File: src/rtl/time_digit_decoder.sv
// time_digit_decoder: converts a remaining-time value in whole seconds into
// four registered BCD digits (MM:SS) by repeated subtraction of 600, 60 and 10.
// A conversion starts whenever time_in differs from the last converted value.
// Any value of 6000 s or more saturates the display at 99:59 and sets overflow.
//
// Ports:
//   clk       - clock, all state updates on the rising edge
//   reset     - asynchronous, active-high reset
//   time_in   - remaining time in seconds (TIME_W bits)
//   min_tens  - minutes tens digit, BCD 0..9
//   min_units - minutes units digit, BCD 0..9
//   sec_tens  - seconds tens digit, BCD 0..5
//   sec_units - seconds units digit, BCD 0..9
//   valid     - one-cycle pulse when the digit outputs are updated
//   busy      - high while a conversion is in progress
//   overflow  - last converted value was 6000 s or more
//   zero      - last converted value was 0
module time_digit_decoder #(
  parameter int unsigned TIME_W = 16
) (
  input  logic              clk,
  input  logic              reset,
  input  logic [TIME_W-1:0] time_in,
  output logic [3:0]        min_tens,
  output logic [3:0]        min_units,
  output logic [3:0]        sec_tens,
  output logic [3:0]        sec_units,
  output logic              valid,
  output logic              busy,
  output logic              overflow,
  output logic              zero
);

  localparam int unsigned DIG_W = 4;

  localparam logic [TIME_W-1:0] OVF_LIMIT = TIME_W'(6000);
  localparam logic [TIME_W-1:0] STEP_600  = TIME_W'(600);
  localparam logic [TIME_W-1:0] STEP_60   = TIME_W'(60);
  localparam logic [TIME_W-1:0] STEP_10   = TIME_W'(10);
  localparam logic [TIME_W-1:0] TIME_ZERO = TIME_W'(0);

  localparam logic [DIG_W-1:0] DIG_ZERO = DIG_W'(0);
  localparam logic [DIG_W-1:0] DIG_ONE  = DIG_W'(1);
  localparam logic [DIG_W-1:0] DIG_FIVE = DIG_W'(5);
  localparam logic [DIG_W-1:0] DIG_NINE = DIG_W'(9);

  typedef enum logic [2:0] {
    IDLE   = 3'd0,
    SUB600 = 3'd1,
    SUB60  = 3'd2,
    SUB10  = 3'd3,
    COMMIT = 3'd4
  } state_e;

  state_e state_q, state_d;

  // Working registers of the conversion
  logic [TIME_W-1:0] rem_q, rem_d;
  logic [TIME_W-1:0] last_time_q, last_time_d;
  logic [DIG_W-1:0]  mt_q, mt_d;
  logic [DIG_W-1:0]  mu_q, mu_d;
  logic [DIG_W-1:0]  st_q, st_d;

  // Committed outputs
  logic [DIG_W-1:0]  min_tens_q, min_tens_d;
  logic [DIG_W-1:0]  min_units_q, min_units_d;
  logic [DIG_W-1:0]  sec_tens_q, sec_tens_d;
  logic [DIG_W-1:0]  sec_units_q, sec_units_d;
  logic              valid_q, valid_d;
  logic              busy_q, busy_d;
  logic              overflow_q, overflow_d;
  logic              zero_q, zero_d;

  // State and datapath registers
  always_ff @(posedge clk or posedge reset) begin
    if (reset) begin
      state_q     <= IDLE;
      rem_q       <= TIME_ZERO;
      last_time_q <= TIME_ZERO;
      mt_q        <= DIG_ZERO;
      mu_q        <= DIG_ZERO;
      st_q        <= DIG_ZERO;
      min_tens_q  <= DIG_ZERO;
      min_units_q <= DIG_ZERO;
      sec_tens_q  <= DIG_ZERO;
      sec_units_q <= DIG_ZERO;
      valid_q     <= 1'b0;
      busy_q      <= 1'b0;
      overflow_q  <= 1'b0;
      zero_q      <= 1'b1;
    end else begin
      state_q     <= state_d;
      rem_q       <= rem_d;
      last_time_q <= last_time_d;
      mt_q        <= mt_d;
      mu_q        <= mu_d;
      st_q        <= st_d;
      min_tens_q  <= min_tens_d;
      min_units_q <= min_units_d;
      sec_tens_q  <= sec_tens_d;
      sec_units_q <= sec_units_d;
      valid_q     <= valid_d;
      busy_q      <= busy_d;
      overflow_q  <= overflow_d;
      zero_q      <= zero_d;
    end
  end

  // Next-state and datapath logic
  always_comb begin
    state_d     = state_q;
    rem_d       = rem_q;
    last_time_d = last_time_q;
    mt_d        = mt_q;
    mu_d        = mu_q;
    st_d        = st_q;
    min_tens_d  = min_tens_q;
    min_units_d = min_units_q;
    sec_tens_d  = sec_tens_q;
    sec_units_d = sec_units_q;
    valid_d     = 1'b0;
    busy_d      = busy_q;
    overflow_d  = overflow_q;
    zero_d      = zero_q;

    case (state_q)
      IDLE: begin
        if (time_in != last_time_q) begin
          rem_d       = time_in;
          last_time_d = time_in;
          mt_d        = DIG_ZERO;
          mu_d        = DIG_ZERO;
          st_d        = DIG_ZERO;
          busy_d      = 1'b1;
          // Saturating values skip the subtraction chain entirely
          state_d     = (time_in >= OVF_LIMIT) ? COMMIT : SUB600;
        end
      end
      SUB600: begin
        if (rem_q >= STEP_600) begin
          rem_d = rem_q - STEP_600;
          mt_d  = mt_q + DIG_ONE;
        end else begin
          state_d = SUB60;
        end
      end
      SUB60: begin
        if (rem_q >= STEP_60) begin
          rem_d = rem_q - STEP_60;
          mu_d  = mu_q + DIG_ONE;
        end else begin
          state_d = SUB10;
        end
      end
      SUB10: begin
        if (rem_q >= STEP_10) begin
          rem_d = rem_q - STEP_10;
          st_d  = st_q + DIG_ONE;
        end else begin
          state_d = COMMIT;
        end
      end
      COMMIT: begin
        if (last_time_q >= OVF_LIMIT) begin
          min_tens_d  = DIG_NINE;
          min_units_d = DIG_NINE;
          sec_tens_d  = DIG_FIVE;
          sec_units_d = DIG_NINE;
          overflow_d  = 1'b1;
        end else begin
          min_tens_d  = mt_q;
          min_units_d = mu_q;
          sec_tens_d  = st_q;
          // Remainder is below 10 here, so its low nibble is the units digit
          sec_units_d = rem_q[DIG_W-1:0];
          overflow_d  = 1'b0;
        end
        zero_d  = (last_time_q == TIME_ZERO);
        valid_d = 1'b1;
        busy_d  = 1'b0;
        state_d = IDLE;
      end
      default: begin
        state_d = IDLE;
        busy_d  = 1'b0;
      end
    endcase
  end

  assign min_tens  = min_tens_q;
  assign min_units = min_units_q;
  assign sec_tens  = sec_tens_q;
  assign sec_units = sec_units_q;
  assign valid     = valid_q;
  assign busy      = busy_q;
  assign overflow  = overflow_q;
  assign zero      = zero_q;

endmodule

File: config.mk
export PLATFORM = sky130hd
export DESIGN_NAME = time_digit_decoder
export DESIGN_NICKNAME = d
export VERILOG_FILES = /design/src/rtl/time_digit_decoder.sv
export SDC_FILE = /design/constraint.sdc
export NUM_CORES = 1
export LEC_CHECK = 0
export BUFFER_PORTS_ARGS = -buffer_cell sky130_fd_sc_hd__buf_2
export CAP_MARGIN = 40
export CORE_UTILIZATION = 35
export CTS_CLUSTER_DIAMETER = 50
export CTS_CLUSTER_SIZE = 20
export DETAILED_ROUTE_END_ITERATION = 16
export PLACE_DENSITY = 0.59
export SETUP_SLACK_MARGIN = 0.02
export SLEW_MARGIN = 10
export SYNTH_ARGS = -nofsm -noshare
export SYNTH_HDL_FRONTEND = slang
export SYNTH_SLANG_ARGS = --single-unit
File: constraint.sdc
create_clock -name clk -period 4.3 [get_ports clk]
set_clock_uncertainty 0.05 [all_clocks]
set_input_delay 0.43 -clock clk [delete_from_list [all_inputs] [get_ports clk]]
set_output_delay 0.43 -clock clk [all_outputs]
set_load 0.005 [all_outputs]
=== Word-level counts from Yosys, hierarchy flattened ===
Cells that the tools add are included.

* Input port bits: 18
* Bits in registers: 67
* Word-level logic and storage cells: 78
* Output and inout port bits: 20

* $add $sub $neg: 6
* Equality and inequality tests: 12
* Reductions and logical operators: 14
* Bitwise logic cells: 1
* Muxes and demuxes: 26
* Order comparisons: 5

{| class="wikitable"
|+ Operator list
! cell !! count
|-
| 16-bit 2-to-1 mux || 4
|-
| 16-bit case mux with 4 select lines || 1
|-
| 16-bit by 13-bit >= comparator with 1-bit output, second input constant || 2
|-
| 4-bit 2-to-1 mux || 8
|-
| 4-bit case mux with 2 select lines || 3
|-
| 16-bit by 10-bit >= comparator with 1-bit output, second input constant || 1
|-
| 16-bit by 4-bit >= comparator with 1-bit output, second input constant || 1
|-
| 16-bit by 6-bit >= comparator with 1-bit output, second input constant || 1
|-
| 16-bit logical NOT || 1
|-
| 16-bit != test || 1
|-
| 16-bit by 10-bit subtractor with 16-bit output, second input constant || 1
|-
| 16-bit by 4-bit subtractor with 16-bit output, second input constant || 1
|-
| 16-bit by 6-bit subtractor with 16-bit output, second input constant || 1
|-
| 3-bit 2-to-1 mux || 5
|-
| 2-bit != test, second input constant || 7
|-
| 4-bit by 1-bit adder with 4-bit output, second input constant || 3
|-
| 3-bit case mux with 4 select lines || 1
|-
| 3-bit AND reduction || 3
|-
| 3-bit by 2-bit equality test with 1-bit output, second input constant || 2
|-
| 2-bit nonzero test || 3
|-
| 5-bit AND reduction || 1
|-
| 2-bit AND reduction || 2
|-
| 4-bit AND reduction || 1
|-
| 4-bit nonzero test || 1
|-
| 7 further kinds || 9
|}

=== Depth between registers and ports, before layout ===
* Word-level depth: 4
* Gate-level depth with buffers: 10
* Depth with buffers taken out: 8

=== Worst setup path before layout ===
OpenSTA, ideal clock, no wires.

* Kind: reg-to-reg
* Start point: register rem_q[11]
* End point: register rem_q[15]
* Data arrival time: 2.665 ns
* Path slack: 1.460 ns
* Library setup time: 0.125 ns
* Clock period less this slack: 2.840 ns
* Cell stages (with the launch flop): 10
* Path through: dfrtp_1 > buf_6 > or4_4 > or3_4 > or4b_4 > o211ai_4 > or2_1 > buf_6 > buf_12 > mux2_4

* Longest elaborated chain between the ends: 3

{| class="wikitable"
|+ RTL lines
! what !! RTL line !! source
|-
| from (decl) || 58 || <nowiki>logic [TIME_W-1:0] rem_q, rem_d;</nowiki>
|-
| from (signal assigned) || 93 || <nowiki>rem_q <= rem_d;</nowiki>
|-
| 16-bit by 4-bit subtractor with 16-bit output, or another cell as far along || 157 || <nowiki>rem_d = rem_q - STEP_10;</nowiki>
|-
| 16-bit 2-to-1 mux, or another cell as far along || 156 || <nowiki>if (rem_q >= STEP_10) begin</nowiki>
|-
| 16-bit case mux with 4 select lines / 5-bit AND reduction (equally long branches) || -- ||
|}

Parallel ways exist; a longest one is shown, timed or not. The select of a mux whose other input is x is not followed.
A chain may end at the register's enable or synchronous reset.

=== Worst setup path after layout ===
* Start point: register rem_q[11]
* End point: register rem_q[13]

Same word-level chain as after synthesis.

==> flow_summary.ini <==
[timing]
fin_crit_sh = 0.7478
finalHoldViolCount = 0
setup_viol = 0
maxSlewHeadroom = 0.4222
tns_ps = 0
worstMarginPinSlew_ps = 864.7
fmax_ghz = 0.3110
whs_ps = 106.9
rsz0062_at_grt = no
setup_ws_ps = 1084
drv_slew = 0
fin_crit_ps = 3216

[worst_setup_path]
ff2ff_setup_slack_ps = 1080
worstPathCellList = or4_4 -> or3_4 -> or4b_4 -> o211ai_4 -> or2_1 -> mux2_2
path_max_fanout = 13
worstReg2RegEnd = rem_q[13]
worst_ep_arrival_time_ps = 3380
cpMaxStageDelayCell = or4_4
start_kind = register
worst-setup-path-type = register to register
cp-end-kind = register
required_ps = 4460
r2r_start = rem_q[11]
worst_r2r_path_depth = 6
cpPeakStageDelay_ps = 570

[route]
viasPerCell = 5.955
drc = 6
vias = 3722
post_drt_wl_per_cell_um = 19.86
drt_iter0_drc = 268
antenna_left = 0
firstDrtPassIters = 11
wl_um = 12410

[layout]
drive_gt1_frac = 0.1888
final_cell_count_no_fill = 625
diodes = 0
nets = 504
multiInputGateArea_mm2 = 0.002298
seqCellArea_mm2 = 0.001678
n_fill_cell = 1151
area_growth_syn_to_layout_pct = 14.35

[floorplanning]
fp.dieH_um = 111.3
top_level_ports = 38
core_mm2 = 0.01152
placementRows = 39
start_util = 0.3633
dieArea_mm2 = 0.01240
die_w_um = 111.3

[cts]
htree_levels = 3
cts_num_sinks = 67
tritoncts = yes
path_clk_slew_ps = 50
cts_hold_buf = 0
cts_buffer_depth = 2
cts_resized = 0
clock_latency_ps = 330
cts_made_buffers = 9
cts_setup_buffers = 0
root_buffer = clkbuf_16

[synth]
synth_most_common_cell = dfrtp_1
ys_async_sr_fraction = 1.000
synth_top_area_frac = 0.3947
synth_ff_type = dfrtp_1
synth-edff-count = 0
synth_nets = 477
synth_area_leaders = dfrtp_1, mux2_2, o21ai_0, xor2_1, nand2_1
netlist_instances = 450
synth_common_cells = dfrtp_1, o21ai_0, nand2_1
synth_area_per_cell_um2 = 9.298
synth_seq_cells = 67
synth.distinct_cells = 61
synth_top_area_cell = dfrtp_1
netlist_area_mm2 = 0.004184
synth-seq-area-share = 0.4010
synth_warnings = 0

[power_and_ir_drop]
p_sw_frac = 0.3963
p_leak_nw = 2.005
p_comb_frac = 0.351
finalPower_mw = 2.976
internal_power_mw = 1.796
powerDensity_mw_per_mm2 = 621.9
p_switching_mw = 1.179
vdd_drop_max_v = 0.0003470
power_frac_seq = 0.384
p_clk_frac = 0.265

[global_routing]
grtUsageTotal = 0.2086
overflow = 0
grt_pass1_vias = 3619
grt_max_degree = 40
grt_antenna_before_repair = 0
grt_pass1_wl_um = 20050

[outcome]
failed_checks = DRC
status = finished with violations

[placement]
post-place-cells = 609
place_congestion = 0.9576
dpl_worst_slack_ps = 1100
place_hpwl_um = 8988
io_buffer_count = 37

[flow_run]
cap_violations = 0

[hold_path]
min_path_type = input port to asynchronous set/reset pin
==> critical path, delay by kind of cell, from the launching register on <==
family	cells	cell delay (ps)
simple gates	4	2000
compound gates	1	150
flops	1	480
mux	1	400
==> registers in the layout (all words and copies together) (netlist names) <==
| name | count |
|---|---|
| st_q | 4 |
| min_tens | 4 |
| busy | 1 |
| zero | 1 |
| sec_units | 4 |
| mu_q | 4 |
| overflow | 1 |
| state_q | 3 |
| last_time_q | 16 |
| rem_q | 16 |
| valid | 1 |
| sec_tens | 4 |
| min_units | 4 |
| mt_q | 4 |
==> routing by layer <==
| layer | global-route usage | wire length (um) | up-vias |
|---|---|---|---|
| li1 | - | - | 1725 |
| met1 | 0.2765 | 5644 | 1837 |
| met2 | 0.3292 | 5786 | 141 |
| met3 | 0.05879 | 727 | 19 |
| met4 | 0.06667 | 255 | 0 |
| met5 | 0 | 0 | - |
==> power groups by stage <==
stage                     registers [mW]  logic [mW]  clock network, mW
after global routing                1.18        1.16              0.836
after detailed placement            1.14        1.03                  0
after floorplan                    0.967       0.899                  0
after CTS                           1.13        1.04              0.805
final                               1.14        1.04              0.790
after global placement              1.14        1.02                  0
==> cell type report <==
cell class              instances  area share
inverters                      17     0.01334
flip-flops and latches         67      0.3507
repair buffers                 45     0.05126
clock inverters                 4     0.01543
clock buffers                  12     0.05152
well taps                     143     0.03740
multi-input cells             337      0.4804
==> cells in the final DEF (no fill, tap or decap), types with 4 or more instances in the layout <==
cell / n
inv_1: 16
nor3_1: 11
a31oi_1: 8
o31ai_1: 6
nand2_1: 35
buf_4: 8
mux2i_1: 5
o211ai_1: 4
o22a_1: 8
buf_2: 37
nand3_1: 17
ha_1: 9
clkbuf_16: 9
nor2_1: 25
a21oi_1: 23
mux2_2: 22
dfrtp_1: 66
nor4_1: 12
xor2_1: 20
nand4_1: 9
a22oi_1: 5
o21ai_0: 44
xnor2_1: 10
a22o_1: 8
==> how the worst max path moves through the flow <==
| stage | start | end | slack, ps | cells past startpoint |
|---|---|---|---|---|
| 3_5_place_dp | rem_q[11] | rem_q[13] | 1100 | 6 |
| 5_1_grt | rem_q[2] | rem_q[15] | 970 | 7 |
| 3_3_place_gp | rem_q[11] | rem_q[13] | 1180 | 6 |
| 6_report | rem_q[11] | rem_q[13] | 1080 | 6 |
| 2_1_floorplan | rem_q[11] | rem_q[15] | 1460 | 9 |
| 4_1_cts | rem_q[11] | rem_q[13] | 1100 | 6 |
==> kinds of logic (layout without fill, tap and decap cells) <==
group	Yosys count	in the layout	synth area share
DFF	67	67	0.4010
buffers and inverters	46	78	0.04964
AOI/OAI and AO/OA	135	135	0.2153
and+or+nand+nor	134	134	0.1660
xor gates and xnor gates	30	30	0.06280
muxes	29	29	0.07835
adders and majority gates	9	9	0.02691
==> metrics by stage <==
stage            util  area (um^2)
4_1_cts        0.4155         4785
3_3_place_gp   0.3877         4464
6_report       0.4155         4785
5_1_grt        0.4155         4785
3_5_place_dp   0.3877         4464
2_1_floorplan       -         4184
No activity file was read; power rests on OpenSTA's default activity.
